## config.mk

```make
export PLATFORM = sky130hd
export DESIGN_NAME = cvt_int2fp_cmp_fp2int
export DESIGN_NICKNAME = d
export VERILOG_FILES = /design/src/rtl/cvt_int2fp_cmp_fp2int_pkg.sv /design/src/rtl/cvt_int2fp_cmp_fp2int_reduce.sv /design/src/rtl/cvt_int2fp_cmp_fp2int.sv
export SDC_FILE = /design/constraint.sdc
export NUM_CORES = 2
export LEC_CHECK = 0
export BUFFER_PORTS_ARGS = -buffer_cell sky130_fd_sc_hd__buf_4
export CORE_MARGIN = 1
export CORE_UTILIZATION = 62
export CTS_BUF_LIST = sky130_fd_sc_hd__clkbuf_4
export CTS_CLUSTER_SIZE = 16
export DETAILED_ROUTE_END_ITERATION = 8
export GPL_TIMING_DRIVEN = 0
export PLACE_DENSITY = 0.82
export SLEW_MARGIN = 15
export SYNTH_ARGS = -nofsm -noshare
export SYNTH_HDL_FRONTEND = slang
export SYNTH_SLANG_ARGS = --single-unit
export TNS_END_PERCENT = 20
```

## constraint.sdc

```tcl
create_clock -name clk -period 17.1 [get_ports clk]
set_input_delay 1.71 -clock clk [delete_from_list [all_inputs] [get_ports clk]]
set_output_delay 1.71 -clock clk [all_outputs]
set_load 0.01 [all_outputs]
```

## src/rtl/cvt_int2fp_cmp_fp2int_pkg.sv

```systemverilog
// Shared widths, fp field types and the fp->int helper for the int2fp/fp2int round-trip path.
// Select fp32 by setting WORD_LEN/FP_EXP_WIDTH/FP_MANT_WIDTH to 32/8/23.
package cvt_params_pkg;

  localparam int unsigned WORD_LEN      = 16;
  localparam int unsigned FP_EXP_WIDTH  = 5;
  localparam int unsigned FP_MANT_WIDTH = 10;
  localparam int unsigned FP_BIAS       = (1 << (FP_EXP_WIDTH - 1)) - 1;
  localparam int unsigned F2I_W         = WORD_LEN + FP_MANT_WIDTH + 1;

  typedef logic [WORD_LEN-1:0]      word_t;
  typedef logic [FP_EXP_WIDTH-1:0]  fp_exp_t;
  typedef logic [FP_MANT_WIDTH-1:0] fp_mant_t;

  typedef struct packed {
    logic  valid;
    word_t value;
  } int_res_t;

  // Truncating fp->int with signed saturation; exponents far above the word range clamp early.
  function automatic int_res_t fp2int(input logic f_sign, input fp_exp_t f_exp, input fp_mant_t f_mant);
    int_res_t         r;
    int               e;
    logic [F2I_W-1:0] big;
    logic [F2I_W-1:0] lim;
    r.valid = (f_exp != '1);
    r.value = '0;
    big     = '0;
    e       = int'(f_exp) - int'(FP_BIAS);
    lim     = f_sign ? (F2I_W'(1) << (WORD_LEN - 1))
                     : ((F2I_W'(1) << (WORD_LEN - 1)) - F2I_W'(1));
    if (r.valid && (f_exp != '0) && (e >= 0)) begin
      if (e > int'(WORD_LEN)) big = '1;
      else                    big = (F2I_W'({1'b1, f_mant}) << e) >> FP_MANT_WIDTH;
      if (big > lim) big = lim;
      r.value = f_sign ? -big[WORD_LEN-1:0] : big[WORD_LEN-1:0];
    end
    return r;
  endfunction

endpackage

```

## src/rtl/cvt_int2fp_cmp_fp2int_reduce.sv

```systemverilog
// Signed max/min reduction tree over valid-qualified words; ties resolve to the lowest index.
module cvt_cmp_reduce #(
  parameter int unsigned NUM_WORDS = 8,
  parameter int unsigned WIDTH     = 16
) (
  input  logic                            i_max,
  input  logic [NUM_WORDS-1:0]            i_valid,
  input  logic [NUM_WORDS-1:0][WIDTH-1:0] i_value,
  output logic                            o_any_valid,
  output logic [WIDTH-1:0]                o_value
);

  localparam int unsigned LVLS = $clog2(NUM_WORDS);
  localparam int unsigned P    = 1 << LVLS;

  logic [P-1:0][WIDTH-1:0] w_pad_val;
  logic [P-1:0]            w_pad_vld;
  logic [WIDTH-1:0]        w_val [LVLS+1][P];
  logic                    w_vld [LVLS+1][P];

  always_comb begin
    w_pad_val                  = '0;
    w_pad_vld                  = '0;
    w_pad_val[NUM_WORDS-1:0]   = i_value;
    w_pad_vld[NUM_WORDS-1:0]   = i_valid;
    for (int unsigned l = 0; l <= LVLS; l++) begin
      for (int unsigned n = 0; n < P; n++) begin
        w_val[l][n] = '0;
        w_vld[l][n] = 1'b0;
      end
    end
    for (int unsigned n = 0; n < P; n++) begin
      w_val[0][n] = w_pad_val[n];
      w_vld[0][n] = w_pad_vld[n];
    end
    // Left operand always covers lower indices, so it wins on equality.
    for (int unsigned l = 0; l < LVLS; l++) begin
      for (int unsigned n = 0; n < (P >> (l + 1)); n++) begin
        if (w_vld[l][2*n+1] &&
            (!w_vld[l][2*n] ||
             (i_max ? ($signed(w_val[l][2*n+1]) > $signed(w_val[l][2*n]))
                    : ($signed(w_val[l][2*n+1]) < $signed(w_val[l][2*n]))))) begin
          w_val[l+1][n] = w_val[l][2*n+1];
          w_vld[l+1][n] = 1'b1;
        end else begin
          w_val[l+1][n] = w_val[l][2*n];
          w_vld[l+1][n] = w_vld[l][2*n];
        end
      end
    end
  end

  assign o_any_valid = w_vld[LVLS][0];
  assign o_value     = w_vld[LVLS][0] ? w_val[LVLS][0] : '0;

endmodule

```

## src/rtl/cvt_int2fp_cmp_fp2int.sv

```systemverilog
// Two-stage int->fp->int round trip with max/min of the back-converted words.
// Define CVT_ROUND_NEAREST_EN for round-to-nearest-even in stage 1 (default truncates).
module cvt_int2fp_cmp_fp2int
  import cvt_params_pkg::*;
#(
  parameter int unsigned NUM_WORDS = 8
) (
  input  logic                                    clk,
  input  logic                                    rst_n,
  input  logic                                    cmp_type_i,
  input  logic [NUM_WORDS-1:0][WORD_LEN-1:0]      int_i,
  output logic [NUM_WORDS-1:0]                    fp_sign_o,
  output logic [NUM_WORDS-1:0][FP_EXP_WIDTH-1:0]  fp_exp_o,
  output logic [NUM_WORDS-1:0][FP_MANT_WIDTH-1:0] fp_mant_o,
  output logic [NUM_WORDS-1:0]                    int_valid_o,
  output logic [NUM_WORDS-1:0][WORD_LEN-1:0]      int_full_o,
  output logic                                    comp_int_en_o,
  output logic [WORD_LEN-1:0]                     comp_int_o
);

  localparam int unsigned PW     = $clog2(WORD_LEN);
  localparam int unsigned NORM_W = WORD_LEN + FP_MANT_WIDTH;

  logic [NUM_WORDS-1:0]                    w_sign,  r_fp_sign;
  logic [NUM_WORDS-1:0][FP_EXP_WIDTH-1:0]  w_exp,   r_fp_exp;
  logic [NUM_WORDS-1:0][FP_MANT_WIDTH-1:0] w_mant,  r_fp_mant;
  logic [NUM_WORDS-1:0]                    w_int_valid, r_int_valid;
  logic [NUM_WORDS-1:0][WORD_LEN-1:0]      w_int_full,  r_int_full;
  logic                                    w_any, r_comp_en;
  logic [WORD_LEN-1:0]                     w_comp, r_comp_int;

  always_comb begin : s1_int2fp
    logic [WORD_LEN-1:0] w_mag;
    logic [PW-1:0]       w_p;
    logic [NORM_W-1:0]   w_norm;
    fp_exp_t             w_e;
    fp_mant_t            w_m;
`ifdef CVT_ROUND_NEAREST_EN
    logic                w_carry;
    fp_mant_t            w_m_inc;
    w_carry = 1'b0;
    w_m_inc = '0;
`endif
    w_mag  = '0;
    w_p    = '0;
    w_norm = '0;
    w_e    = '0;
    w_m    = '0;
    w_sign = '0;
    w_exp  = '0;
    w_mant = '0;
    for (int unsigned i = 0; i < NUM_WORDS; i++) begin
      w_mag = int_i[i][WORD_LEN-1] ? -int_i[i] : int_i[i];
      w_p   = '0;
      for (int unsigned b = 0; b < WORD_LEN; b++)
        if (w_mag[b]) w_p = PW'(b);
      // Normalise the leading one to the top bit; the mantissa sits directly beneath it.
      w_norm = {w_mag, {FP_MANT_WIDTH{1'b0}}} << (PW'(WORD_LEN - 1) - w_p);
      w_e    = fp_exp_t'(w_p) + fp_exp_t'(FP_BIAS);
      w_m    = fp_mant_t'(w_norm >> (WORD_LEN - 1));
`ifdef CVT_ROUND_NEAREST_EN
      if (w_norm[WORD_LEN-2] && ((|w_norm[WORD_LEN-3:0]) || w_m[0])) begin
        {w_carry, w_m_inc} = {1'b0, w_m} + {{FP_MANT_WIDTH{1'b0}}, 1'b1};
        w_m = w_m_inc;
        if (w_carry) w_e = w_e + fp_exp_t'(1);
      end
`endif
      if (w_mag != '0) begin
        w_sign[i] = int_i[i][WORD_LEN-1];
        w_exp[i]  = w_e;
        w_mant[i] = w_m;
      end
    end
  end

  always_comb begin : s2_fp2int
    int_res_t w_res;
    w_res       = '0;
    w_int_valid = '0;
    w_int_full  = '0;
    for (int unsigned i = 0; i < NUM_WORDS; i++) begin
      w_res          = fp2int(r_fp_sign[i], r_fp_exp[i], r_fp_mant[i]);
      w_int_valid[i] = w_res.valid;
      w_int_full[i]  = w_res.value;
    end
  end

  cvt_cmp_reduce #(
    .NUM_WORDS (NUM_WORDS),
    .WIDTH     (WORD_LEN)
  ) u_reduce (
    .i_max       (cmp_type_i),
    .i_valid     (w_int_valid),
    .i_value     (w_int_full),
    .o_any_valid (w_any),
    .o_value     (w_comp)
  );

  always_ff @(posedge clk or negedge rst_n) begin
    if (!rst_n) begin
      r_fp_sign   <= '0;
      r_fp_exp    <= '0;
      r_fp_mant   <= '0;
      r_int_valid <= '0;
      r_int_full  <= '0;
      r_comp_en   <= 1'b0;
      r_comp_int  <= '0;
    end else begin
      r_fp_sign   <= w_sign;
      r_fp_exp    <= w_exp;
      r_fp_mant   <= w_mant;
      r_int_valid <= w_int_valid;
      r_int_full  <= w_int_full;
      r_comp_en   <= w_any;
      r_comp_int  <= w_comp;
    end
  end

  assign fp_sign_o     = r_fp_sign;
  assign fp_exp_o      = r_fp_exp;
  assign fp_mant_o     = r_fp_mant;
  assign int_valid_o   = r_int_valid;
  assign int_full_o    = r_int_full;
  assign comp_int_en_o = r_comp_en;
  assign comp_int_o    = r_comp_int;

endmodule

```

==> reports/metrics.cfg <==
[drt]
via_per_inst=6.73
firstDrtPassIters=8
routedWlPerCell_microns=20.9
wirelength_microns=127000
detail-route-antenna-nets=0
route.detailed.drc=0
vias=40769
drt_iter0_drc=4629

[power]
ir_drop_v=0.000239
p_comb_share_pct=82.3
power_frac_seq_pct=11.3
power_leakage_nw=19.2
internal-power_mw=4.44
swShare_pct=55.2
power.clock.fraction_pct=6.4
switchingPower_mw=5.46
power_density_nw_per_um2=236

[placed_design]
globalplace.congestion=1.01
port_buffers=405
dpl.hpwl_microns=98900
placed_cell_area_sq_um=40900

[yosys]
synth_area_per_cell_sq_um=7.77
synthCells=4739
yosysUniqueCellTypes=120
yosys-top-cells-area=dfrtp_1 (19%), ha_1 (10%), mux2i_1 (7.0%)
synth_edf_count=0
yosysSeqAreaShare_pct=19.1
ys_warn_count=0
synth_nets=5171
synthFlopType=dfrtp_1
async_flop_share_pct=100
ys_seq_elements=281
synth_top_cell_by_area=dfrtp_1
netlist_area_sq_um=36800
synth_top_area_share_pct=19.1

[sta]
fin_crit_ns=16.32
setup_violations=0
period_share_pct=95.4
hold_violations=0
rsz0062_at_grt=false
skew_ns=0.0528
fmax_ghz=0.0613
fin_tns_setup_ns=0
slew_headroom_pct=22.7
slew_viol_final=0
worstMarginPinSlew_ns=1.16

[setup_path]
worst_path_largest_cell_delay_ns=0.76
critPathCaptureType=flop
start_kind=flop
slowest_stage=a211oi_1
worstPathRequired_ns=17.81
cpMostUsedCell=ha_1
cp_max_fo=10
worst-path-buf-inv=8
cpLargestDelayFamily=compound AO/OA/AOI/OAI gates
crit_type=flop to flop
worstPathArrival_ns=17.03

[clocking]
cts.sinks=281
path_clk_slew_ns=0.07
cts_made_buffers=79
htree_levels=3
cts_hold_buf=0
clockRootBuffer=clkbuf_4
cts_tree=yes
clock_path_buffers=3
clkLatencyLatePin_ns=0.89

[grt]
grt_usage_pct=40.4
use_met2_pct=63.8
grt_pass1_vias=37526
grt_util_met1_pct=52.6
grt_max_degree=84
met3_usage_pct=8.61
top_usage_layer=met2
grt_overflow=0
antenna_found_initial=6
grt_pass1_wl_microns=199000

[layout]
fin_nets=5662
syn2layout_area_growth_pct=14.1
stdcell_area_sq_um=42000
fillers=4825
final_cell_mix=nand2_1 (441), nor2_1 (428), buf_4 (408), a21oi_1 (322), ha_1 (301)
multiInputGateArea_sq_um=27800
regArea_sq_um=7030
layout_commonest_cell=nand2_1
final_layout_size_suffix_gt1_share_pct=16.6

[min_path]
hold_path.class=input port to async pin

[job]
drv_cap=0

[floorplan]
start_util_pct=63.2
die-height_microns=246
fp.dieArea_sq_um=60400
core-area_sq_um=58200
ios=412
die_x_microns=246
rows=88

[status]
status=complete, no violations

==> metrics by stage <==
step	cells	utilization [%]	worst slack, ns	power (mW)	hold slack, ns
floorplan	4739	-	3.19	6.61	0.679
global placement	5909	70.1	0.295	8.75	0.898
detailed placement	5912	70.3	0.0534	8.91	0.886
CTS	6050	71.9	0.156	9.61	0.745
global route	6055	72.1	0.00491	10.7	0.754
finish	6055	72.1	0.778	9.90	0.735
==> path summary, 6_finish.rpt <==
path | from | end | slack [ns] | cells after the start
worst max-delay path | fp_exp_o[5] | comp_int_o[5] | 0.78 | 65
worst min-delay path | rst_n | fp_exp_o[28] | 0.73 | 1
worst min register to register | fp_exp_o[39] | int_valid_o[7] | 0.90 | 2
worst max register to register | fp_exp_o[5] | comp_int_o[5] | 0.78 | 65
max in group asynchronous | rst_n | int_full_o[23] | 15.15 | 3
min in group clk | fp_exp_o[39] | int_valid_o[7] | 0.90 | 2
==> power by group through the flow <==
stage	Clock, mW	Combinational [mW]	Sequential, mW
2_1_floorplan	0	5.44	1.17
3_3_place_gp	0	7.64	1.11
3_5_place_dp	0	7.79	1.12
4_1_cts	0.647	7.85	1.11
5_1_grt	0.682	8.84	1.13
6_report	0.637	8.15	1.12
==> metal layers <==
metal  share of wire [%]  wire length, microns  vias up
met5                   0                     0        -
met4                 5.1                  6420        0
met3                  10                 13200      481
met2                  44                 56100     2421
met1                  40                 50800    19101
li1                    -                     -    18766
==> cell usage after synthesis, types with 40 or more instances <==
master      n
nand2_1   441
nor2_1    428
a21oi_1   323
ha_1      301
dfrtp_1   281
o21ai_0   272
inv_1     270
mux2i_1   257
clkbuf_1  174
nand3_1   139
mux2_2    123
xor2_1    112
nor3_1     98
a21o_1     66
xnor2_1    65
and2_1     64
nand4_1    63
a31oi_1    61
a211oi_1   60
nor2b_1    59
o31ai_1    57
nand2b_1   54
o211ai_1   52
o21a_1     49
and3_1     48
buf_2      41
a22oi_1    40
==> logic make-up after synthesis <==
group	after synthesis	share of synthesized area, %
flip-flops	281	19.1
buffers and inverters	518	5.69
AO/OA/AOI/OAI	1437	26.8
adder cells (fa/ha/maj)	301	10.2
AND/OR/NAND/NOR	1613	21.5
XOR/XNOR	181	4.45
multiplexers	408	12.3
==> final cells by class <==
cell class / count / area share [%]
sequential: 281 / 16.7
multi-input combinational: 3940 / 66.1
clock inverter: 34 / 0.456
tap: 765 / 2.28
buffer: 240 / 2.54
inverter: 278 / 2.48
timing repair buffer: 410 / 7.49
clock buffer: 104 / 1.86
antenna: 3 / 0.0179
==> state kept, by name (all words and copies together) (netlist names) <==
register and cells:
fp_sign_o 8, fp_mant_o 80, fp_exp_o 40, int_full_o 128
comp_int_en_o 1, comp_int_o 16, int_valid_o 8
==> worst register-to-register path: cells and delay by family (launching register included) <==
| family | cells | cell delay, ns |
|---|---|---|
| AO/OA/AOI/OAI | 31 | 6.74 |
| multiplexers | 5 | 1.79 |
| AND/OR/NAND/NOR | 15 | 3.34 |
| buffers and inverters | 8 | 2.06 |
| adder cells (fa/ha/maj) | 6 | 1.78 |
| flip-flops | 1 | 0.46 |
==> timing repair <==
item / 4_1_cts / 5_1_grt
pin swaps: 0 / 1
resized for setup: 1 / 52
buffers inserted: 0 / 2
setup endpoints to repair: 1 / 16
Note: power is estimated with default switching activity, not from simulation.
